$ cat src/rtl/apb_req_master.sv
// Bridges a valid/ready request stream onto an APB4 master port, returning
// read data and an error flag on a valid/ready response stream.
module apb_req_master #(
  parameter  int ADDR_WIDTH     = 32,
  parameter  int DATA_WIDTH     = 32,
  parameter  int TIMEOUT_CYCLES = 256,
  localparam int STRB_WIDTH     = (DATA_WIDTH + 7) / 8
) (
  input  logic                  clk_i,
  input  logic                  rst_ni,
  input  logic                  req_valid_i,
  output logic                  req_ready_o,
  input  logic [ADDR_WIDTH-1:0] req_addr_i,
  input  logic                  req_write_i,
  input  logic [DATA_WIDTH-1:0] req_wdata_i,
  input  logic [STRB_WIDTH-1:0] req_strb_i,
  output logic                  rsp_valid_o,
  input  logic                  rsp_ready_i,
  output logic [DATA_WIDTH-1:0] rsp_rdata_o,
  output logic                  rsp_err_o,
  output logic [ADDR_WIDTH-1:0] paddr_o,
  output logic                  psel_o,
  output logic                  penable_o,
  output logic                  pwrite_o,
  output logic [DATA_WIDTH-1:0] pwdata_o,
  output logic [STRB_WIDTH-1:0] pstrb_o,
  input  logic                  pready_i,
  input  logic [DATA_WIDTH-1:0] prdata_i,
  input  logic                  pslverr_i
);

  localparam logic [1:0] IDLE   = 2'd0;
  localparam logic [1:0] SETUP  = 2'd1;
  localparam logic [1:0] ACCESS = 2'd2;
  localparam logic [1:0] RESP   = 2'd3;

  localparam int              CNT_W    = (TIMEOUT_CYCLES > 1) ? $clog2(TIMEOUT_CYCLES + 1) : 1;
  localparam bit              TO_EN    = (TIMEOUT_CYCLES != 0);
  localparam logic [CNT_W-1:0] CNT_MAX  = CNT_W'(TIMEOUT_CYCLES);
  localparam logic [CNT_W-1:0] CNT_LAST = CNT_W'((TIMEOUT_CYCLES > 0) ? TIMEOUT_CYCLES - 1 : 0);

  logic [1:0]            state_q;
  logic [ADDR_WIDTH-1:0] addr_q;
  logic                  write_q;
  logic [DATA_WIDTH-1:0] wdata_q;
  logic [STRB_WIDTH-1:0] strb_q;
  logic [DATA_WIDTH-1:0] rdata_q;
  logic                  err_q;
  logic [CNT_W-1:0]      cnt_q;
  logic                  timeout_hit;

  // Last permitted wait cycle: abort unless the slave answers in this one.
  assign timeout_hit = TO_EN && (cnt_q == CNT_LAST);

  // NOTE: sequential state uses non-blocking assignments so every register
  // samples pre-edge values; the datapath is reset too, as outputs read 0.
  always_ff @(posedge clk_i or negedge rst_ni) begin
    if (!rst_ni) begin
      state_q <= IDLE;
      addr_q  <= '0;
      write_q <= 1'b0;
      wdata_q <= '0;
      strb_q  <= '0;
      rdata_q <= '0;
      err_q   <= 1'b0;
      cnt_q   <= '0;
    end else begin
      case (state_q)
        IDLE: begin
          if (req_valid_i) begin
            addr_q  <= req_addr_i;
            write_q <= req_write_i;
            wdata_q <= req_write_i ? req_wdata_i : '0;
            strb_q  <= req_write_i ? req_strb_i  : '0;
            state_q <= SETUP;
          end
        end
        SETUP: begin
          cnt_q   <= '0;
          state_q <= ACCESS;
        end
        ACCESS: begin
          if (pready_i) begin
            rdata_q <= (!write_q && !pslverr_i) ? prdata_i : '0;
            err_q   <= pslverr_i;
            state_q <= RESP;
          end else begin
            if (cnt_q != CNT_MAX) cnt_q <= cnt_q + 1'b1;
            if (timeout_hit) begin
              rdata_q <= '0;
              err_q   <= 1'b1;
              state_q <= RESP;
            end
          end
        end
        RESP: begin
          if (rsp_ready_i) state_q <= IDLE;
        end
        default: state_q <= IDLE;
      endcase
    end
  end

  assign req_ready_o = (state_q == IDLE);
  assign psel_o      = (state_q == SETUP) || (state_q == ACCESS);
  assign penable_o   = (state_q == ACCESS);
  assign rsp_valid_o = (state_q == RESP);
  assign rsp_rdata_o = rdata_q;
  assign rsp_err_o   = err_q;
  assign paddr_o     = addr_q;
  assign pwrite_o    = write_q;
  assign pwdata_o    = wdata_q;
  assign pstrb_o     = strb_q;

endmodule
$ cat config.mk
export PLATFORM = sky130hd
export DESIGN_NAME = apb_req_master
export DESIGN_NICKNAME = d
export VERILOG_FILES = /design/src/rtl/apb_req_master.sv
export SDC_FILE = /design/constraint.sdc
export NUM_CORES = 1
export LEC_CHECK = 0
export CORE_ASPECT_RATIO = 0.5
export CORE_MARGIN = 5
export CORE_UTILIZATION = 28
export CTS_CLUSTER_DIAMETER = 150
export DETAILED_ROUTE_END_ITERATION = 8
export RECOVER_POWER = 100
export SKIP_CTS_REPAIR_TIMING = 1
export SYNTH_ARGS = -nofsm -noshare
export SYNTH_HDL_FRONTEND = slang
export SYNTH_SLANG_ARGS = --single-unit
export TNS_END_PERCENT = 100
$ cat constraint.sdc
create_clock -name clk_i -period 2.5 [get_ports clk_i]
set_input_delay 0.5 -clock clk_i [delete_from_list [all_inputs] [get_ports clk_i]]
set_output_delay 0.5 -clock clk_i [all_outputs]
set_load 0.02 [all_outputs]
* Yosys cells after proc, flatten, opt, wreduce, memory -nomap -nowiden
Index checks and enable logic that the tools add are counted.
Operators by class: add/sub/neg operators 1, equality and inequality tests 10, muxes and demuxes 15, reductions and logical operators 11
Operator list (count):
- two-way mux 32 bit | 4
- two-way mux 9 bit | 2
- one-hot mux 9 bit (2 select lines) | 1
- adder 9 x 1 -> 9 bit, second input constant | 1
- equality test 9 x 8 -> 1 bit, second input constant | 1
- != test 9 bit, second input constant | 1
- two-way mux 2 bit | 4
- one-hot mux 2 bit (4 select lines) | 1
- AND reduction 3 bit | 2
- equality test 2 bit, second input constant | 2
- two-way mux 4 bit | 1
- != test 2 x 1 -> 1 bit, second input constant | 2
- != test 2 bit, second input constant | 2
- AND reduction 2 bit | 2
- nonzero test 2 bit | 2
- != test 3 x 1 -> 1 bit, second input constant | 1
- equality test 2 x 1 -> 1 bit, second input constant | 1
- logical NOT 1 bit | 2
- logical NOT 2 bit | 1
- two-way mux 1 bit | 2
- logical AND 1 bit | 1
- logical OR 1 bit | 1
Word-level totals: flip-flop bits (word level) 113, input port bits 107, output and inout bits 106, logic and storage cells 45

* Logic depth before layout (Yosys ltp)
depth after elaboration 4, depth in mapped cells 7, gate-level depth less buffers 7

* Worst setup path after synthesis
OpenSTA, ideal clock, no wires.
path type flip-flop to flip-flop, start register state_q[0], end register addr_q[23] (netlist: paddr_o[23]), library setup time 125 ps, arrival 1614 ps, data required time 2375 ps, path slack 761 ps, cell stages (with the launch flop) 7, path buffers 2, period minus slack after synthesis 1739 ps, cell sequence dfrtp_1 > inv_1 > ha_1 > nand2_1 > buf_2 > buf_2 > mux2_2
Between the ends: longest elaborated chain between the ends 2
RTL lines:
- start: declaration | line 42 | logic [1:0] state_q;
- start signal: assignment | line 59 | state_q <= IDLE;
- start signal: assignment | line 75 | state_q <= SETUP;
- start signal: assignment | line 80 | state_q <= ACCESS;
- logical NOT 2 bit
- net req_ready_o | line 12 | output logic req_ready_o,
- AND reduction 2 bit (no source line)
- end signal: assignment | line 71 | addr_q <= req_addr_i;
- end: declaration | line 43 | logic [ADDR_WIDTH-1:0] addr_q;
The timed path passes the listed nets, and every way through them passes these cells. A chain may end at the register's enable or synchronous reset.

* Worst setup path after layout
start register state_q[1], end output port psel_o
Between the ends: longest elaborated chain between the ends 2, elaborated cells on any way between the ends 3, classes of those cells eq/ne: 2; reduce/logical: 1
RTL lines:
- equality test 2 x 1 -> 1 bit / equality test 2 bit (equally long branches) | line 105 | assign psel_o = (state_q == SETUP) || (state_q == ACCESS);
- logical OR 1 bit * | line 105
- end: declaration | line 22 | output logic psel_o,
Every way passes the cells marked *; elsewhere a longest branch is shown, timed or not.

==> flow_summary.json <==
{
  "core_um2": 15600,
  "synth_area_leader_cell": "dfrtp_1",
  "synth_ff_type": "dfrtp_1",
  "pre_cts_slack_ps": 455,
  "setup_viol": 0,
  "hpwl_um": 9880,
  "area_growth_pct": 65.9,
  "crit_family": "buffers and inverters",
  "grt_pass1_vias": 3827,
  "clk_latency_ps": 400,
  "fin_hold_ws_ps": 469,
  "drive_above_1_share_pct": 11.9,
  "die_width_um": 190,
  "stdcell_count": 815,
  "cts_tree": "built",
  "diodes": 0,
  "synthCells": 386,
  "ant_nets": 0,
  "num_vias": 3592,
  "drtIter0Drc": 193,
  "overflow": 0,
  "clock_skew_ps": 7.88,
  "syn_nets": 500,
  "track_usage_pct": 14.2,
  "gp_congestion": 0.736,
  "io_pins": 213,
  "worstPathMaxFanout": 4,
  "cp-start-kind": "flip-flop",
  "synth_compound_area_share_pct": 13.1,
  "power_density_nw_per_um2": 1300,
  "hp-class": "flip-flop to flip-flop",
  "muxShareOfSynthArea_pct": 8.90,
  "place_area_um2": 6890,
  "nets": 714,
  "routed_via_density": 4.41,
  "yosys-top-cells-count": "dfrtp_1 (113), nand2_1 (84), o21ai_0 (38)",
  "synthAdderAreaFrac_pct": 1.94,
  "fp-row-count": 32,
  "dr.pass1.iters": 4,
  "ys_seq_area_share_pct": 62.5,
  "cts_root_buf": "clkbuf_16",
  "setup_slack_ps": 173,
  "synth-simple-area-share_pct": 10.1,
  "crit_start": "state_q[1]$_DFFE_PN0P_",
  "netlist_area_um2": 4530,
  "yosysMostFrequentCell": "dfrtp_1",
  "design.die.area_um2": 19000,
  "tightest_slew_ps": 1800,
  "grt_max_degree": 73,
  "max_stage_delay_ps": 670,
  "grt_pass1_wl_um": 21100,
  "cts_buffer_depth": 2,
  "design_area_um2": 7510,
  "placed_cells": 785,
  "io_buffers": 212,
  "synth_top_area_share_pct": 62.5,
  "crit_buf_inv": 2,
  "synth_top_family_by_area": "compound AO/OA/AOI/OAI gates",
  "r2r-start": "cnt_q[1]$_DFFE_PN0P_",
  "violations": "capacitance limit, slew limit",
  "ys.warnings.count": 0,
  "cellLeakagePower_uw": 0.00342,
  "cts_max_level": 4,
  "ys_ff_latch": 113,
  "cts.clk_slew.worst_paths_ps": 50,
  "drc": 0,
  "wire_per_inst_um": 16.5,
  "yosysUniqueCellTypes": 33,
  "antenna_found_initial": 0,
  "cts_sinks": 113,
  "ys_async_sr_fraction_pct": 100,
  "critPathSlowestCell": "dlygate4sd3_1",
  "period_share_pct": 93.1,
  "synth_xor_area_share_pct": 0,
  "die_h_um": 99.9,
  "synth-edff-count": 0,
  "hold_start": "pstrb_o[1]$_DFFE_PN0P_",
  "cap_violations": 1,
  "path_cells": "inv_1 -> ha_1 -> dlygate4sd3_1",
  "period_needed_ps": 2330,
  "wirelength_um": 13500,
  "relSlewSlack_pct": -20.2,
  "numCtsBuffers": 17,
  "synth_area_leaders": "dfrtp_1 (62%), mux2_2 (8.5%), nand2_1 (7.0%)",
  "avgSynthCellArea_um2": 11.7,
  "clock.fmax_mhz": 430,
  "status": "finished, violations left",
  "hold_viol": 0,
  "maxSlewViolCount": 32,
  "required_ps": 2000,
  "max-vdd-ir-drop_v": 0.000531,
  "tns_ps": 0,
  "crit_arrival_ps": 1830,
  "path_class": "flip-flop to output port",
  "crit_path_end_kind": "output port",
  "rsz0062_at_grt": "no",
  "initial_utilization_pct": 29.0
}
-- tightest hold or removal path: cells and delay by family, from the launching register on --
family / cells / cell delay [ps]
compound gates: 1 / 60
flops: 1 / 330
simple gates: 1 / 40
-- logic make-up after synthesis --
logic type | count (synthesis)
buffers and inverters | 36
multiplexers | 36
AND/OR/NAND/NOR | 108
adder cells (fa/ha/maj) | 7
AO/OA/AOI/OAI | 86
flip-flops | 113
-- where the power goes --
| part | total (µW) | switching [µW] | internal (µW) |
|---|---|---|---|
| clock | 2600 | 836 | 1760 |
| combinational | 4170 | 2250 | 1910 |
| sequential | 3010 | 373 | 2630 |
| total | 9770 | 3460 | 6300 |
-- stage by stage --
stage,util [%],power (µW)
5_1_grt,48.1,10300
6_report,48.1,9770
3_5_place_dp,44.2,7620
3_3_place_gp,44.2,7570
4_1_cts,48.2,10300
2_1_floorplan,-,5350
-- worst paths after layout --
path / slack (ps) / depth (start not counted) / endpoint
setup / recovery: 170 / 3 / psel_o
hold / removal: 470 / 2 / pstrb_o[1]$_DFFE_PN0P_
setup reg to reg: 240 / 7 / rsp_rdata_o[25]$_DFFE_PN0P_
hold reg to reg: 470 / 2 / pstrb_o[1]$_DFFE_PN0P_
max in group asynchronous: 570 / 2 / pwdata_o[26]$_DFFE_PN0P_
min in group asynchronous: 580 / 1 / state_q[0]$_DFFE_PN0P_
-- final cells by class --
| type | count | area (µm²) |
|---|---|---|
| repair buffers | 220 | 2200 |
| well taps | 204 | 255 |
| clock buffers | 21 | 480 |
| fillers | 1402 | 8110 |
| inverters | 11 | 41.3 |
| clock inverters | 9 | 155 |
| flip-flops and latches | 113 | 2830 |
| multi-input cells | 237 | 1540 |
-- state kept, by name (all words and copies together) (netlist names) --
| register | cells |
|---|---|
| pwdata_o | 32 |
| rsp_rdata_o | 32 |
| paddr_o | 32 |
| state_q | 2 |
| rsp_err_o | 1 |
| cnt_q | 9 |
| pwrite_o | 1 |
| pstrb_o | 4 |
-- routing by layer --
| metal | share of wire, % | global-route usage [%] |
|---|---|---|
| met5 | 0 | 0 |
| met4 | 2.5 | 5.44 |
| met3 | 3.2 | 3.75 |
| met2 | 54 | 25.9 |
| met1 | 40 | 16.1 |
-- cells in the final DEF, fill, tap and decap left out, types with 6 or more instances in the layout --
| cell | count |
|---|---|
| dfrtp_1 | 113 |
| clkdlybuf4s50_1 | 106 |
| dlygate4sd3_1 | 105 |
| nand2_1 | 83 |
| o21ai_0 | 40 |
| a22o_1 | 34 |
| mux2_2 | 34 |
| clkbuf_16 | 17 |
| inv_1 | 11 |
| ha_1 | 7 |
| nor2_1 | 6 |
No activity file was read; power rests on OpenSTA's default activity.
